--- config.mk ---
export PLATFORM = sky130hd
export DESIGN_NAME = instr_fetch_flat
export DESIGN_NICKNAME = d
export VERILOG_FILES = /design/src/rtl/instr_fetch_pkg.sv /design/src/rtl/instr_fetch_if.sv /design/src/rtl/instr_fetch_imm_predecode.sv /design/src/rtl/instr_fetch.sv /design/src/flat_wrapper.sv
export SDC_FILE = /design/constraint.sdc
export NUM_CORES = 1
export LEC_CHECK = 0
export ABC_AREA = 1
export CORE_ASPECT_RATIO = 2
export CORE_MARGIN = 5
export CORE_UTILIZATION = 30
export CTS_BUF_LIST = sky130_fd_sc_hd__clkbuf_16
export DETAILED_ROUTE_END_ITERATION = 12
export MAX_ROUTING_LAYER = met4
export PLACE_DENSITY = 0.66
export SYNTH_ARGS = -nofsm -noshare
export SYNTH_HDL_FRONTEND = slang
export SYNTH_HIERARCHICAL = 1
export SYNTH_SLANG_ARGS = --single-unit
--- constraint.sdc ---
create_clock -name clk -period 3.6 [get_ports clk]
set_input_delay 1.08 -clock clk [delete_from_list [all_inputs] [get_ports clk]]
set_output_delay 1.08 -clock clk [all_outputs]
set_load 0.03 [all_outputs]
--- src/rtl/instr_fetch_pkg.sv ---
// rv32i shared package: opcodes, immediate-type codes, fetch states.
// Imported by the fetch stage, its interface and the immediate predecoder.
package rv32i_pkg;

  localparam logic [6:0] OP_IMM    = 7'b0010011;
  localparam logic [6:0] OP_LOAD   = 7'b0000011;
  localparam logic [6:0] OP_JALR   = 7'b1100111;
  localparam logic [6:0] OP_STORE  = 7'b0100011;
  localparam logic [6:0] OP_LUI    = 7'b0110111;
  localparam logic [6:0] OP_AUIPC  = 7'b0010111;
  localparam logic [6:0] OP_BRANCH = 7'b1100011;
  localparam logic [6:0] OP_JAL    = 7'b1101111;

  localparam logic [2:0] IMM_I = 3'b000;
  localparam logic [2:0] IMM_S = 3'b001;
  localparam logic [2:0] IMM_U = 3'b010;
  localparam logic [2:0] IMM_B = 3'b011;
  localparam logic [2:0] IMM_J = 3'b100;

  localparam logic [31:0] INSTR_NOP = 32'h0000_0013;

  typedef enum logic [1:0] {
    S_IDLE = 2'b00,
    S_WAIT = 2'b01,
    S_ERR  = 2'b10
  } fetch_state_e;

endpackage

--- src/rtl/instr_fetch_if.sv ---
// Instruction-memory read handshake between fetch stage and imem.
// master = fetch stage, slave = memory.
interface instr_fetch_if;
  import rv32i_pkg::*;

  logic        req;
  logic [31:0] addr;
  logic        ready;
  logic [31:0] rdata;

  modport master (
    output req,
    output addr,
    input  ready,
    input  rdata
  );

  modport slave (
    input  req,
    input  addr,
    output ready,
    output rdata
  );

endinterface

--- src/rtl/instr_fetch_imm_predecode.sv ---
// Opcode to immediate-type select, registered alongside the IR
// so the immediate generator no longer waits on the decoder.
module imm_predecode
  import rv32i_pkg::*;
(
  input  logic [6:0] i_opcode,
  output logic [2:0] o_imm_ctrl
);

  always_comb begin
    o_imm_ctrl = IMM_I;
    unique case (1'b1)
      (i_opcode == OP_STORE):  o_imm_ctrl = IMM_S;
      (i_opcode == OP_LUI),
      (i_opcode == OP_AUIPC):  o_imm_ctrl = IMM_U;
      (i_opcode == OP_BRANCH): o_imm_ctrl = IMM_B;
      (i_opcode == OP_JAL):    o_imm_ctrl = IMM_J;
      default:                 o_imm_ctrl = IMM_I;
    endcase
  end

endmodule

--- src/rtl/instr_fetch.sv ---
// rv32i multicycle fetch stage: owns PC and IR, runs the imem handshake.
// Define IMM_PREDECODE_EN to add the registered imm_ctrl output.
module instr_fetch
  import rv32i_pkg::*;
#(
  parameter logic [31:0] RESET_PC       = 32'h0000_0000,
  parameter int          TIMEOUT_CYCLES = 16
) (
  input  logic         clk,
  input  logic         rst_n,
  input  logic         fetch_start,
  input  logic         pc_we,
  input  logic [31:0]  pc_next,
  instr_fetch_if.master imem,
  output logic [31:0]  instr,
  output logic [31:0]  pc,
  output logic [31:0]  pc_old,
  output logic         instr_valid,
  output logic         fetch_busy,
`ifdef IMM_PREDECODE_EN
  output logic [2:0]   imm_ctrl,
`endif
  output logic         fetch_err
);

  localparam logic [7:0] TMO_LAST = 8'(TIMEOUT_CYCLES - 1);

  fetch_state_e r_state;
  logic [31:0]  r_pc;
  logic [31:0]  r_pc_old;
  logic [31:0]  r_instr;
  logic         r_valid;
  logic         r_req;
  logic         r_busy;
  logic         r_err;
  logic [7:0]   r_cnt;
  logic         w_aligned;
  logic         w_capture;

  assign w_aligned = (r_pc[1:0] == 2'b00);
  assign w_capture = (r_state == S_WAIT) && imem.ready;

  always_ff @(posedge clk or negedge rst_n) begin
    if (!rst_n) begin
      r_state  <= S_IDLE;
      r_pc     <= RESET_PC;
      r_pc_old <= RESET_PC;
      r_instr  <= INSTR_NOP;
      r_valid  <= 1'b0;
      r_req    <= 1'b0;
      r_busy   <= 1'b0;
      r_err    <= 1'b0;
      r_cnt    <= 8'd0;
    end else begin
      unique case (r_state)
        S_IDLE: begin
          if (pc_we) r_pc <= pc_next;
          if (fetch_start) begin
            // alignment is judged on the pc before any same-edge pc_we
            if (w_aligned) begin
              r_state <= S_WAIT;
              r_valid <= 1'b0;
              r_cnt   <= 8'd0;
              r_req   <= 1'b1;
              r_busy  <= 1'b1;
            end else begin
              r_state <= S_ERR;
              r_err   <= 1'b1;
            end
          end
        end
        S_WAIT: begin
          if (imem.ready) begin
            r_instr  <= imem.rdata;
            r_pc_old <= r_pc;
            r_pc     <= r_pc + 32'd4;
            r_valid  <= 1'b1;
            r_req    <= 1'b0;
            r_busy   <= 1'b0;
            r_state  <= S_IDLE;
          end else if (r_cnt == TMO_LAST) begin
            r_req   <= 1'b0;
            r_busy  <= 1'b0;
            r_err   <= 1'b1;
            r_state <= S_ERR;
          end else begin
            r_cnt <= r_cnt + 8'd1;
          end
        end
        S_ERR: begin
          if (pc_we) begin
            r_pc    <= pc_next;
            r_err   <= 1'b0;
            r_state <= S_IDLE;
          end
        end
        default: r_state <= S_IDLE;
      endcase
    end
  end

`ifdef IMM_PREDECODE_EN
  logic [2:0] w_imm;
  logic [2:0] r_imm;

  imm_predecode u_predecode (
    .i_opcode   (imem.rdata[6:0]),
    .o_imm_ctrl (w_imm)
  );

  always_ff @(posedge clk or negedge rst_n) begin
    if (!rst_n)         r_imm <= IMM_I;
    else if (w_capture) r_imm <= w_imm;
  end

  assign imm_ctrl = r_imm;
`else
  logic w_unused;
  assign w_unused = w_capture;
`endif

  assign imem.req    = r_req;
  assign imem.addr   = r_pc;
  assign instr       = r_instr;
  assign pc          = r_pc;
  assign pc_old      = r_pc_old;
  assign instr_valid = r_valid;
  assign fetch_busy  = r_busy;
  assign fetch_err   = r_err;

endmodule

--- src/flat_wrapper.sv ---
// flat-port wrapper written by rule: the top's interface ports become plain ports
module instr_fetch_flat import rv32i_pkg::*;
#(
  parameter logic [31:0] RESET_PC       = 32'h0000_0000,
  parameter int          TIMEOUT_CYCLES = 16
)
  (clk, rst_n, fetch_start, pc_we, pc_next, instr, pc, pc_old, instr_valid, fetch_busy, fetch_err, imem_req, imem_addr, imem_ready, imem_rdata);
  instr_fetch_if imem_i ();
  input  logic clk;
  input  logic rst_n;
  input  logic fetch_start;
  input  logic pc_we;
  input  logic [31:0] pc_next;
  output logic [31:0] instr;
  output logic [31:0] pc;
  output logic [31:0] pc_old;
  output logic instr_valid;
  output logic fetch_busy;
  output logic fetch_err;
  output wire logic [$bits(imem_i.req)-1:0] imem_req;
  output wire logic [$bits(imem_i.addr)-1:0] imem_addr;
  input wire logic [$bits(imem_i.ready)-1:0] imem_ready;
  input wire logic [$bits(imem_i.rdata)-1:0] imem_rdata;
  assign imem_req = imem_i.req;
  assign imem_addr = imem_i.addr;
  assign imem_i.ready = imem_ready;
  assign imem_i.rdata = imem_rdata;
  instr_fetch #(.RESET_PC(RESET_PC), .TIMEOUT_CYCLES(TIMEOUT_CYCLES)) u_core (.clk(clk), .rst_n(rst_n), .fetch_start(fetch_start), .pc_we(pc_we), .pc_next(pc_next), .imem(imem_i), .instr(instr), .pc(pc), .pc_old(pc_old), .instr_valid(instr_valid), .fetch_busy(fetch_busy), .fetch_err(fetch_err));
endmodule
==> metrics.md <==
| Metric | Value |
|---|---|
| DR vias | `5085` |
| CTS sink cnt | `109` |
| Synthesized instance count | `693` |
| Largest net degree at the start of global routing | `97` |
| Routed WL per cell | `16.2 um` |
| Critical path's top delay family | `buffers and inverters` |
| Final Hold Vio Count | `0` |
| PwrDens | `797 nW/um2` |
| Period Utilization, post-route | `75.1%` |
| Worst hold stages | `2` |
| Worst path required time | `2520 ps` |
| CTS tree | `yes` |
| Buf/Inv on CP | `1` |
| Worst setup margin | `898 ps` |
| CP max stage cell | `clkdlybuf4s50_1` |
| Avg Inst Size Synth | `8.14 um2` |
| Number of diodes | `0` |
| Share of post-route cells with drive strength above 1 | `8.52%` |
| Hold crit path type | `reg -> reg` |
| Vias per inst | `4.73` |
| Vias in the first global route | `5152` |
| Initial Utilization | `30.2%` |
| Lkg Pwr | `0.00352 uW` |
| Layout area overhead | `40.0%` |
| Synth area leaders | `dfrtp_1 (47%), nand2_1 (12%), mux2_2 (6.8%)` |
| Max-cap violation count | `0` |
| DP Wirelength | `13100 um` |
| First-pass GRT wire length | `27800 um` |
| Clk slew on worst S/H paths | `70 ps` |
| Max-slew violation count | `0` |
| Fin Clk Skew | `11.0 ps` |
| Max Clk Rate | `370 MHz` |
| Worst Tran Pin Value | `707 ps` |
| DIE HEIGHT | `204 um` |
| Core Util, Final | `42.3%` |
| Worst setup SP type | `flip-flop` |
| Ys flop type | `dfrtp_1` |
| # setup viols final | `0` |
| Filler cells | `1870` |
| Worst-path maximum fanout | `6` |
| I/O Buffers | `200` |
| Top cells by count, synth | `nand2_1 (181), dfrtp_1 (106), nor2_1 (92)` |
| Critical path type | `reg -> out` |
| Mapped cell area | `5640 um2` |
| Synth top area share | `47.0%` |
| EDFF count, synth | `0` |
| Clock Latency Late Sink | `360 ps` |
| Worst stage delay on the critical path | `770 ps` |
| Max-slew headroom | `52.9%` |
| Routability cong. | `0.804` |
| Post-DRT Antenna Nets | `0` |
| Depth of the CTS H-tree | `3` |
| Cell Chain, Critical Path | `clkdlybuf4s50_1` |
| Unrepaired setup endpoints after global routing | `no` |
| Seq/Total Area, Yosys | `48.4%` |
| Grt ovf | `0` |
| CTS max path bufs | `2` |
| Most frequent cell after synthesis | `nand2_1` |
| Syn Nets | `764` |
| GRT Util Overall | `16.8%` |
| CTS root buffer | `clkbuf_16` |
| Horiz. Die Dim | `107 um` |
| DR iter-0 viols | `299` |
| Ys Warns | `6` |
| Crit path time final | `2700 ps` |
| Detailed Route WL | `17400 um` |
| CP Capture Type | `output pin` |
| Fin nets | `923` |
| Status | `finished, final reports clean` |
| Full die area | `21800 um2` |
| Core Footprint | `18700 um2` |
| 1st-pass router iterations | `4` |
| Cts bufs inserted | `9` |
| Seq cells post-synth | `109` |
| CTS Hold Buffers Added | `0` |
| Levels on crit path | `1` |
| Place WS | `882 ps` |
| Worst reg-to-reg path cell count | `8` |
| Antenna violations before repair | `0` |
| DRC viols | `0` |
| Post-CTS Setup Bufs | `0` |
| Number of distinct library cells after synthesis | `30` |
| WP data arrival | `1620 ps` |
| Post-cts sizing count | `0` |
| Asr flop ratio synth | `100%` |
| Leading area contributor after synthesis | `dfrtp_1` |
| Setup TNS | `0 ps` |
| Max IR drop VDD | `385 uV` |
| Top Ports | `201` |
| Rows | `71` |
layer usage:
| layer | GRT usage, % | part of all wire, % |
|---|---|---|
| met1 | 18.7 | 38 |
| met3 | 2.59 | 4.7 |
| met2 | 29.7 | 55 |
| met5 | - | 0 |
| met4 | 6.81 | 2.9 |
cell usage in the layout (no fill, tap or decap), types with 2 or more instances in the layout:
cell type / count
clkdlybuf4s50_1: 199
nand2_1: 181
dfrtp_1: 105
nor2_1: 92
o21ai_0: 64
inv_1: 57
nand3_1: 42
mux2_2: 34
a21oi_1: 17
clkbuf_16: 9
nand4_1: 7
buf_4: 5
nor2_4: 4
nand2_2: 4
nor2_2: 3
nor3_1: 3
o22ai_1: 3
dfstp_2: 3
clkinv_4: 2
o31ai_1: 2
nand3b_1: 2
xor2_1: 2
ha_1: 2
buf_12: 2
power breakdown:
group / total, uW / leakage, uW / internal (uW) / switching, uW
clock: 1010 / 0.000144 / 537 / 472
combinational: 3220 / 0.00200 / 1320 / 1900
sequential: 2070 / 0.00137 / 1690 / 387
total: 6300 / 0.00352 / 3540 / 2760
sequential cells by signal (all words and copies together) (netlist names):
register,count
u_core/imem.addr,32
u_core/instr,32
u_core/pc_old,32
u_core/r_cnt,8
u_core/r_state,2
u_core/fetch_busy,1
u_core/fetch_err,1
u_core/instr_valid,1
final cells by class:
type / count / area (um2) / area share, %
repair buffers: 206 / 2070 / 26.2
clock buffers: 9 / 225 / 2.85
flip-flops and latches: 109 / 2730 / 34.6
inverters: 58 / 220 / 2.79
multi-input cells: 468 / 2310 / 29.2
well taps: 219 / 274 / 3.47
clock inverters: 7 / 67.6 / 0.855
final timing paths:
check                                startpoint                  end  slack, ps
max in group asynchronous                 rst_n    u_core/pc_old[20]       2170
min reg2reg                    u_core/fetch_err     u_core/fetch_err        470
max reg2reg                   u_core/r_state[0]  u_core/imem.addr[8]       1700
min in group asynchronous                 rst_n   u_core/instr_valid        600
min                            u_core/fetch_err     u_core/fetch_err        470
max                        u_core/imem.addr[15]        imem_addr[15]        900
through the flow:
stage	cell area [um2]	instances	power, uW	hold slack, ps
finish	7900	1076	6300	475
global route	7900	1076	6660	484
CTS	7900	1076	6380	476
detailed placement	7610	1060	5350	457
global placement	7610	1060	5320	459
floorplan	5640	693	3980	483
kinds of logic after synthesis:
group | synth area share [%]
muxes | 6.78
and+or+nand+nor | 24.9
buffers and inverters | 10.8
xor gates and xnor gates | 0.310
DFF | 48.4
adders and majority gates | 0.443
AOI/OAI and AO/OA | 8.43
(Power assumes the default switching activity.)
